--- config.mk ---
export PLATFORM = sky130hd
export DESIGN_NAME = image_roi_stats
export DESIGN_NICKNAME = d
export VERILOG_FILES = /design/src/rtl/image_pkg.sv /design/src/rtl/pixel_pos_counter.sv /design/src/rtl/image_roi_stats.sv
export SDC_FILE = /design/constraint.sdc
export NUM_CORES = 1
export LEC_CHECK = 0
export BUFFER_PORTS_ARGS = -buffer_cell sky130_fd_sc_hd__buf_2
export CORE_MARGIN = 2
export CORE_UTILIZATION = 58
export DETAILED_ROUTE_END_ITERATION = 6
export PLACE_DENSITY = 0.8
export SLEW_MARGIN = 20
export SYNTH_ARGS = -nofsm -noshare
export SYNTH_HDL_FRONTEND = slang
export SYNTH_SLANG_ARGS = --single-unit
--- constraint.sdc ---
create_clock -name iCLK -period 9.7 [get_ports iCLK]
set_input_delay 1.455 -clock iCLK [delete_from_list [all_inputs] [get_ports iCLK]]
set_output_delay 1.455 -clock iCLK [all_outputs]
set_load 0.01 [all_outputs]
--- src/rtl/image_pkg.sv ---
// Shared defaults and types for the ROI statistics pipeline.
package image_pkg;

    localparam int DATA_W_DEF = 10;
    localparam int H_ACT_DEF  = 640;
    localparam int V_ACT_DEF  = 480;
    localparam int CNT_W_DEF  = 32;
    localparam int POS_W      = 16;

    typedef struct packed {
        logic [POS_W-1:0] xstart;
        logic [POS_W-1:0] xend;
        logic [POS_W-1:0] ystart;
        logic [POS_W-1:0] yend;
    } roi_t;

endpackage

--- src/rtl/pixel_pos_counter.sv ---
// Tracks the raster position of the pixel presented this cycle; iSOF forces
// that pixel to (0,0) and restarts the scan from there.
module pixel_pos_counter
    import image_pkg::*;
#(
    parameter int H_ACT = H_ACT_DEF,
    parameter int V_ACT = V_ACT_DEF
) (
    input  logic             iCLK,
    input  logic             iRST,
    input  logic             iDVAL,
    input  logic             iSOF,
    output logic [POS_W-1:0] oX,
    output logic [POS_W-1:0] oY,
    output logic             oFrameStart,
    output logic             oFrameEnd
);

    logic [POS_W-1:0] r_x;
    logic [POS_W-1:0] r_y;
    logic             w_last_x;
    logic             w_last_y;

    assign oX          = iSOF ? '0 : r_x;
    assign oY          = iSOF ? '0 : r_y;
    assign w_last_x    = (oX == POS_W'(H_ACT - 1));
    assign w_last_y    = (oY == POS_W'(V_ACT - 1));
    assign oFrameStart = iSOF | (iDVAL & (oX == '0) & (oY == '0));
    assign oFrameEnd   = iDVAL & w_last_x & w_last_y;

    always_ff @(posedge iCLK) begin
        if (iRST) begin
            r_x <= '0;
            r_y <= '0;
        end else if (iDVAL) begin
            if (w_last_x) begin
                r_x <= '0;
                r_y <= w_last_y ? '0 : oY + 1'b1;
            end else begin
                r_x <= oX + 1'b1;
                r_y <= oY;
            end
        end else if (iSOF) begin
            r_x <= '0;
            r_y <= '0;
        end
    end

endmodule

--- src/rtl/image_roi_stats.sv ---
// Masks pixels outside a per-frame ROI and accumulates saturating light/dark
// counts and a pixel sum over the ROI, published once per completed frame.
module image_roi_stats
    import image_pkg::*;
#(
    parameter int                DATA_W = DATA_W_DEF,
    parameter int                H_ACT  = H_ACT_DEF,
    parameter int                V_ACT  = V_ACT_DEF,
    parameter int                CNT_W  = CNT_W_DEF,
    parameter logic [DATA_W-1:0] FILL   = '0
) (
    input  logic                    iCLK,
    input  logic                    iRST,
    input  logic                    iDVAL,
    input  logic                    iSOF,
    input  logic [DATA_W-1:0]       iDATA,
    input  logic [POS_W-1:0]        iXSTART,
    input  logic [POS_W-1:0]        iXEND,
    input  logic [POS_W-1:0]        iYSTART,
    input  logic [POS_W-1:0]        iYEND,
    input  logic [DATA_W-1:0]       iTHRESH,
    output logic                    oDVAL,
    output logic [DATA_W-1:0]       oDATA,
    output logic                    oINROI,
    output logic [CNT_W-1:0]        oDarkCount,
    output logic [CNT_W-1:0]        oLightCount,
    output logic [CNT_W+DATA_W-1:0] oSum,
    output logic                    oSTATVAL
);

    localparam int SUM_W = CNT_W + DATA_W;

    logic [POS_W-1:0]  w_x;
    logic [POS_W-1:0]  w_y;
    logic              w_fs;
    logic              w_fe;
    roi_t              r_roi;
    roi_t              w_roi;
    logic [DATA_W-1:0] r_thresh;
    logic [DATA_W-1:0] w_thresh;
    logic              w_inroi;
    logic              w_add_light;
    logic              w_add_dark;

    logic [CNT_W-1:0]  r_dark;
    logic [CNT_W-1:0]  r_light;
    logic [SUM_W-1:0]  r_sum;
    logic [CNT_W:0]    w_dark_ext;
    logic [CNT_W:0]    w_light_ext;
    logic [SUM_W:0]    w_sum_ext;
    logic [CNT_W-1:0]  w_dark_nx;
    logic [CNT_W-1:0]  w_light_nx;
    logic [SUM_W-1:0]  w_sum_nx;

    pixel_pos_counter #(
        .H_ACT (H_ACT),
        .V_ACT (V_ACT)
    ) u_pos (
        .iCLK        (iCLK),
        .iRST        (iRST),
        .iDVAL       (iDVAL),
        .iSOF        (iSOF),
        .oX          (w_x),
        .oY          (w_y),
        .oFrameStart (w_fs),
        .oFrameEnd   (w_fe)
    );

    // The first pixel of a frame already sees the bounds being captured for it.
    assign w_roi    = w_fs ? roi_t'{iXSTART, iXEND, iYSTART, iYEND} : r_roi;
    assign w_thresh = w_fs ? iTHRESH : r_thresh;

    assign w_inroi = (w_x >= w_roi.xstart) && (w_x <= w_roi.xend) &&
                     (w_y >= w_roi.ystart) && (w_y <= w_roi.yend);
    assign w_add_light = iDVAL & w_inroi & (iDATA >= w_thresh);
    assign w_add_dark  = iDVAL & w_inroi & (iDATA < w_thresh);

    // iSOF restarts accumulation from zero before this cycle's pixel is added.
    assign w_dark_ext  = {1'b0, (iSOF ? '0 : r_dark)} + (CNT_W+1)'(w_add_dark);
    assign w_light_ext = {1'b0, (iSOF ? '0 : r_light)} + (CNT_W+1)'(w_add_light);
    assign w_sum_ext   = {1'b0, (iSOF ? '0 : r_sum)} +
                         (SUM_W+1)'((w_add_light | w_add_dark) ? iDATA : '0);

    assign w_dark_nx  = w_dark_ext[CNT_W]  ? '1 : w_dark_ext[CNT_W-1:0];
    assign w_light_nx = w_light_ext[CNT_W] ? '1 : w_light_ext[CNT_W-1:0];
    assign w_sum_nx   = w_sum_ext[SUM_W]   ? '1 : w_sum_ext[SUM_W-1:0];

    always_ff @(posedge iCLK) begin
        if (iRST) begin
            r_roi       <= '0;
            r_thresh    <= '0;
            r_dark      <= '0;
            r_light     <= '0;
            r_sum       <= '0;
            oDVAL       <= 1'b0;
            oDATA       <= '0;
            oINROI      <= 1'b0;
            oDarkCount  <= '0;
            oLightCount <= '0;
            oSum        <= '0;
            oSTATVAL    <= 1'b0;
        end else begin
            oDVAL    <= iDVAL;
            oSTATVAL <= 1'b0;
            if (w_fs) begin
                r_roi    <= w_roi;
                r_thresh <= iTHRESH;
            end
            if (iDVAL) begin
                oDATA  <= w_inroi ? iDATA : FILL;
                oINROI <= w_inroi;
            end
            if (w_fe) begin
                oDarkCount  <= w_dark_nx;
                oLightCount <= w_light_nx;
                oSum        <= w_sum_nx;
                oSTATVAL    <= 1'b1;
                r_dark      <= '0;
                r_light     <= '0;
                r_sum       <= '0;
            end else begin
                r_dark  <= w_dark_nx;
                r_light <= w_light_nx;
                r_sum   <= w_sum_nx;
            end
        end
    end

endmodule

After elaboration in Yosys (flattened, before gate mapping)
Index checks and enable logic that the tools add are counted.
{ "classes": {"n_lt_le_gt_ge": 6, "n_reduce_logical": 6, "n_bitwise": 9, "eq_ne": 2, "muxes": 18, "add_sub_neg": 5} }
{ "ops": {"columns": ["operator", "count"], "rows": [
  ["two-way mux 32 bit", 4],
  ["two-way mux 16 bit", 7],
  ["two-way mux 42 bit", 2],
  ["adder 32 x 1 -> 33 bit", 2],
  ["two-way mux 64 bit", 1],
  ["adder 42 x 10 -> 43 bit", 1],
  ["adder 16 x 1 -> 16 bit (second input constant)", 2],
  [">= comparator 16 bit", 2],
  ["<= comparator 16 bit", 2],
  ["zero test 16 bit", 2],
  ["two-way mux 10 bit", 3],
  ["== test 16 x 10 -> 1 bit (second input constant)", 1],
  ["== test 16 x 9 -> 1 bit (second input constant)", 1],
  [">= comparator 10 bit", 1],
  ["less-than comparator 10 bit", 1],
  ["bitwise AND 1 bit", 7],
  ["logical AND 1 bit", 3],
  ["bitwise OR 1 bit", 2],
  ["OR reduction 2 bit", 1],
  ["two-way mux 1 bit", 1]
]} }
{ "word_totals": {"in_bits": 88, "out_inout_bits": 119, "regBits": 331} }

Logic depth before layout (Yosys ltp)
{ "depth": {"ltp_word": 16, "mapped_depth": 32, "ltp_nobuf": 25} }

Modules after synthesis
Synthesis repeated with hierarchy kept, for this count alone.
{ "unflattened": {"cells_unflattened": 1822, "hier_area_um2": 16210.5} }
{ "by_module_without_submodules": {"columns": ["module", "instances", "cells_per_inst", "area_per_inst_um2", "seq_area_each_um2"], "rows": [
  ["image_roi_stats", 1, 1569, 14211.1, 5985.7],
  ["pixel_pos_counter", 1, 253, 1999.4, 640.6]
]} }

Worst setup path after synthesis
OpenSTA, ideal clock, no wires.
{ "synth_path": {"path_kind": "input to register", "from": "input iSOF", "to": "register oLightCount[30]", "path_stages": 31, "arrival_ns": 7.512, "setup_slack_ns": 2.073, "required_time_ns": 9.585, "path_cell_list": "buf_6 > buf_6 > inv_1 > clkbuf_1 > nand2_1 > ha_1 > nand4b_1 > nor2_1 > a41o_1 > buf_2 > buf_2 > mux2i_1 > ha_1 > nor2b_1 > o211ai_1 > a21oi_1 > o31ai_1 > a21oi_1 > nor4b_1 > clkbuf_1 > a21boi_0 > ha_1 > ha_1 > nand2b_1 > or4_1 > buf_2 > or3_4 > nor3_2 > mux2i_1 > o21ai_0 > and2_1"} }
{ "synth_via": {"elab_chain_cells": 14} }
{ "synth_lines": {"columns": ["element", "line_no", "text"], "rows": [
  ["from (decl)", "image_roi_stats.sv:15", "input logic iSOF,"],
  ["two-way mux 16 bit", null, null],
  ["zero test 16 bit", "pixel_pos_counter.sv:28", "assign oFrameStart = iSOF | (iDVAL & (oX == '0) & (oY == '0));"],
  ["bitwise AND 1 bit (2 in a row)", "pixel_pos_counter.sv:28", null],
  ["bitwise OR 1 bit", "pixel_pos_counter.sv:28", null],
  ["two-way mux 64 bit", "image_roi_stats.sv:70", "assign w_roi = w_fs ? roi_t'{iXSTART, iXEND, iYSTART, iYEND} : r_roi;"],
  [">= comparator 16 bit / <= comparator 16 bit (equally long branches)", "image_roi_stats.sv:73", "assign w_inroi = (w_x >= w_roi.xstart) && (w_x <= w_roi.xend) &&"],
  ["logical AND 1 bit (2 in a row)", "image_roi_stats.sv:73", null],
  ["logical AND 1 bit", "image_roi_stats.sv:74", "(w_y >= w_roi.ystart) && (w_y <= w_roi.yend);"],
  ["bitwise AND 1 bit (2 in a row)", "image_roi_stats.sv:75", "assign w_add_light = iDVAL & w_inroi & (iDATA >= w_thresh);"],
  ["adder 32 x 1 -> 33 bit", "image_roi_stats.sv:80", "assign w_light_ext = {1'b0, (iSOF ? '0 : r_light)} + (CNT_W+1)'(w_add_light);"],
  ["two-way mux 32 bit", "image_roi_stats.sv:85", "assign w_light_nx = w_light_ext[CNT_W] ? '1 : w_light_ext[CNT_W-1:0];"],
  ["to (signal assigned)", "image_roi_stats.sv:115", "oLightCount <= w_light_nx;"],
  ["to (decl)", "image_roi_stats.sv:26", "output logic [CNT_W-1:0] oLightCount,"]
]} }
Parallel ways exist; a longest one is shown, timed or not.
A chain may end at the register's enable or synchronous reset.

Worst setup path in the final report
{ "layout_path": {"from": "input iSOF", "to": "register oLightCount[10]"} }
Same word-level chain as after synthesis.

==> results.md <==
- DR vias: 13,900
- MaxCap Viol Count: 0
- Sw frac: 0.222
- Final Hold Slack: approximately 0.45 ns
- Starting density of the core: 0.592
- Combinational share of power: 0.057
- Share of power burned in registers: 0.469
- Cell variety after synth: 70
- Die height: 170 um
- CP Buf/Inv Count: 4
- Fraction of layout cells with a size suffix above 1: 0.160
- Crit-path max FO: 43
- Period utilisation layout: 0.868
- Startpoint types: primary input
- I/O pin count: 207
- Hold Crit Start: oLightCount[24]
- R2r startpoint: u_pos.r_y[12]
- Fin. max-slew vios: 0
- RSZ-0062 raised after global routing: no
- Post-route DRC: 8
- Row cnt: 60
- Final wirelength: between 40,000 and 50,000 um
- Clk slew on worst S/H paths: ~0.060 ns
- Setup Buffers After CTS: 0
- CTS root buf: clkbuf_16
- Final setup fails: 0
- Leakage Power: 7.92 nW
- DR WL/cell: 17.5 um
- Routability cong.: 0.886
- P_int: 2.30 mW
- Worst min-delay path category: register to register
- Async S/R FF share, synth: 0
- IO buf count: 206
- Required time of the critical path: 10.13 ns
- Critical path class: primary input to register
- Slowest-stage cell, CP: or4_1
- Main flop type after synthesis: dfxtp_1
- Total chip power: 2.96 mW
- Worst path arrival time: 8.85 ns
- Setup crit start: iSOF
- Min setup slack post-route: 1.28 ns
- Pre-CTS setup slack: 0.920 ns
- Final ANT Viol Nets: 0
- Diodes inserted: 0
- Sequential area share after synthesis: 0.414
- Rel. slew slack: 0.332
- Post-synth EDFFs: 0
- Yosys warns: 0
- Hold buffers post-CTS: 0
- Layout Cells excl Fill: 2,358
- Hold Vio Cnt, Final: 0
- Failing checks: DRC
- Status: complete, but fails checks
- P&R area growth vs syn: 14.7%
- Crit path capture type: register
- Global route overflow: 0
- Actual slew at the worst max-slew pin: 0.995 ns
- Sink Count: 331
- Post-route cell area: approximately 18,000 um2
- CP delay by family, top: simple AND/OR/NAND/NOR gates
- Switch Pwr: 0.657 mW
- CP peak stage delay: 0.69 ns
- Iteration-0 DRC Markers: approximately 900
- First-pass GRT wire length: 66,200 um
- Gr usage total: 0.280
- Deepest clock path buffer count: 3
- Final setup skew: 0.0115 ns
- Worst-Skew Late Latency: approximately 0.5 ns
- F_max: 119 MHz
- Number of global-route vias before repair: 13,500
- Post-synth net total: 2,019
- Syn Inst Count: 1,838
- Vias per cell: 5.88
- Initial antenna violation count: 1
- Final net count: 2,174
- Cell Area, Synth: approximately 16,000 um2
- Die area: 28,900 um2
- Clock share of power: 0.474
- CTS resizes: 0
- Largest net degree at the start of global routing: 97
- DRT Pass-1 Iters: 7
- Placed inst area: 17,100 um2
- Avg Cell Area, Syn: 8.70 um2
- Clock H-tree levels: 2
- Placed insts: 2,296
- Cell with the most instances on the worst path: ha_1
- Worst vdd ir: ~0.11 mV
- Utilization after layout: 0.679
- CTS tree: done
- Die W: 170 um
- CTS buffer count: 36
- Post-Route Setup TNS: 0 ns
- Pwr dens: 161 nW/um2
- Yosys reg bits: roughly 330
- Fin crit period: 8.42 ns
- Detailed placement HPWL: between 20,000 and 30,000 um
- Core area: about 27,000 um2
[synth_stat cells, types with 3 or more instances]
library cell	number	area share
nor3_2	3	0.0019
clkbuf_1	49	0.012
buf_1	8	0.0019
mux2i_1	77	0.048
a211oi_1	74	0.035
o21a_1	10	0.0047
nor2_1	334	0.078
ha_1	92	0.072
a211oi_2	10	0.0078
nor2b_1	62	0.024
and4_1	6	0.0033
o21ai_0	60	0.019
nor3_1	31	0.0097
mux2_2	8	0.0056
a21boi_0	6	0.0028
buf_2	37	0.012
xor2_1	46	0.025
nand4b_1	6	0.0033
o211ai_1	8	0.0038
o21ai_1	3	0.00094
o22ai_1	6	0.0023
and2_1	29	0.011
nand4_1	29	0.011
a2111oi_0	6	0.0033
or4_1	6	0.0028
a31oi_1	6	0.0023
a32o_1	10	0.0063
buf_6	4	0.0028
nand3_1	56	0.018
xnor2_1	53	0.029
a21oi_1	118	0.037
nor4_1	17	0.0067
buf_4	5	0.0023
or3_1	9	0.0035
or2_2	3	0.0012
and3_1	28	0.011
o21bai_1	3	0.0014
dfxtp_1	331	0.41
inv_1	33	0.0077
nand2_1	104	0.024
nand2b_1	10	0.0039
o31a_1	4	0.0022
nor3b_1	3	0.0014
a21o_1	4	0.0019
[per-layer routing]
layer	GRT usage	share of wire	wire length, um
met5	0	0.00017	7
met3	0.0528	0.068	2820
met4	0.0929	0.026	1060
met1	0.355	0.44	17900
met2	0.479	0.47	19300
[worst register-to-register path: stages (launching register included)]
cell      delay, ns
dfxtp_1        0.34
nor4_1         0.32
nand2_1        0.16
nor4_1         0.37
a41o_4         0.64
buf_12         0.28
mux2i_1        0.32
ha_1           0.22
nand2_1        0.06
o21ai_0        0.26
a41oi_1        0.08
nor3_1         0.23
o211ai_1       0.15
nor4b_2        0.23
buf_4          0.28
a21boi_0       0.50
ha_1           0.36
ha_1           0.25
nand2b_1       0.10
or4_1          0.69
or3_4          0.42
nor2_2         0.69
nor2_1         0.22
a211oi_2       0.26
[path summary, 6_finish.rpt]
| check | end | slack [ns] | depth (start not counted) |
|---|---|---|---|
| min reg2reg | oLightCount[24] | 0.45 | 2 |
| min | oLightCount[24] | 0.45 | 2 |
| max | oLightCount[10] | 1.28 | 26 |
| max reg2reg | oLightCount[10] | 2.16 | 23 |
[final cells by class]
| type | instances | area [um2] |
|---|---|---|
| clock buffers | 48 | 1040 |
| clock inverters | 14 | 181 |
| fillers | 2187 | 8680 |
| inverters | 33 | 124 |
| multi-input cells | 1371 | 8800 |
| flip-flops and latches | 331 | 6630 |
| well taps | 341 | 427 |
| repair buffers | 220 | 1150 |
[power groups by stage]
stage | combinational (mW) | sequential [mW] | clock (mW)
global placement | 0.159 | 1.42 | 0
floorplan | 0.113 | 1.42 | 0
CTS | 0.167 | 1.39 | 1.42
global route | 0.185 | 1.39 | 1.48
finish | 0.168 | 1.39 | 1.40
detailed placement | 0.166 | 1.42 | 0
[cell usage in the layout (no fill, tap or decap), drive strengths merged, types with 11 or more instances in the layout]
cell / Yosys / routed
nand2: 105 / 105
inv: 33 / 33
nor4: 17 / 17
buf: 54 / 220
and2: 30 / 30
nand3: 56 / 56
a21oi: 118 / 118
o21ai: 63 / 63
and3: 28 / 28
mux2i: 77 / 77
nand4: 29 / 29
ha: 92 / 92
dfxtp: 331 / 331
or3: 11 / 11
xor2: 46 / 46
clkbuf: 49 / 48
nor2b: 63 / 63
nor2: 336 / 336
xnor2: 53 / 53
a211oi: 84 / 84
nor3: 36 / 36
[sequential cells by signal, summed over array words and instances, names as in the netlist]
name	flops
u_pos.r_x	16
r_sum	42
oDATA	10
r_thresh	10
oINROI	1
r_dark	32
oSum	42
oSTATVAL	1
u_pos.r_y	16
r_light	32
oLightCount	32
oDarkCount	32
r_roi	64
oDVAL	1
[logic make-up (layout without fill, tap and decap cells)]
kind of cell / count (synthesis) / after routing / share of synthesized area
mux: 86 / 86 / 0.0545
buf+inv: 136 / 315 / 0.0379
xor+xnor: 99 / 99 / 0.0542
compound gates: 340 / 340 / 0.138
simple gates: 753 / 753 / 0.228
flops: 331 / 331 / 0.414
fa+ha+maj: 93 / 93 / 0.0732
Power figures use the tool's default switching activity.
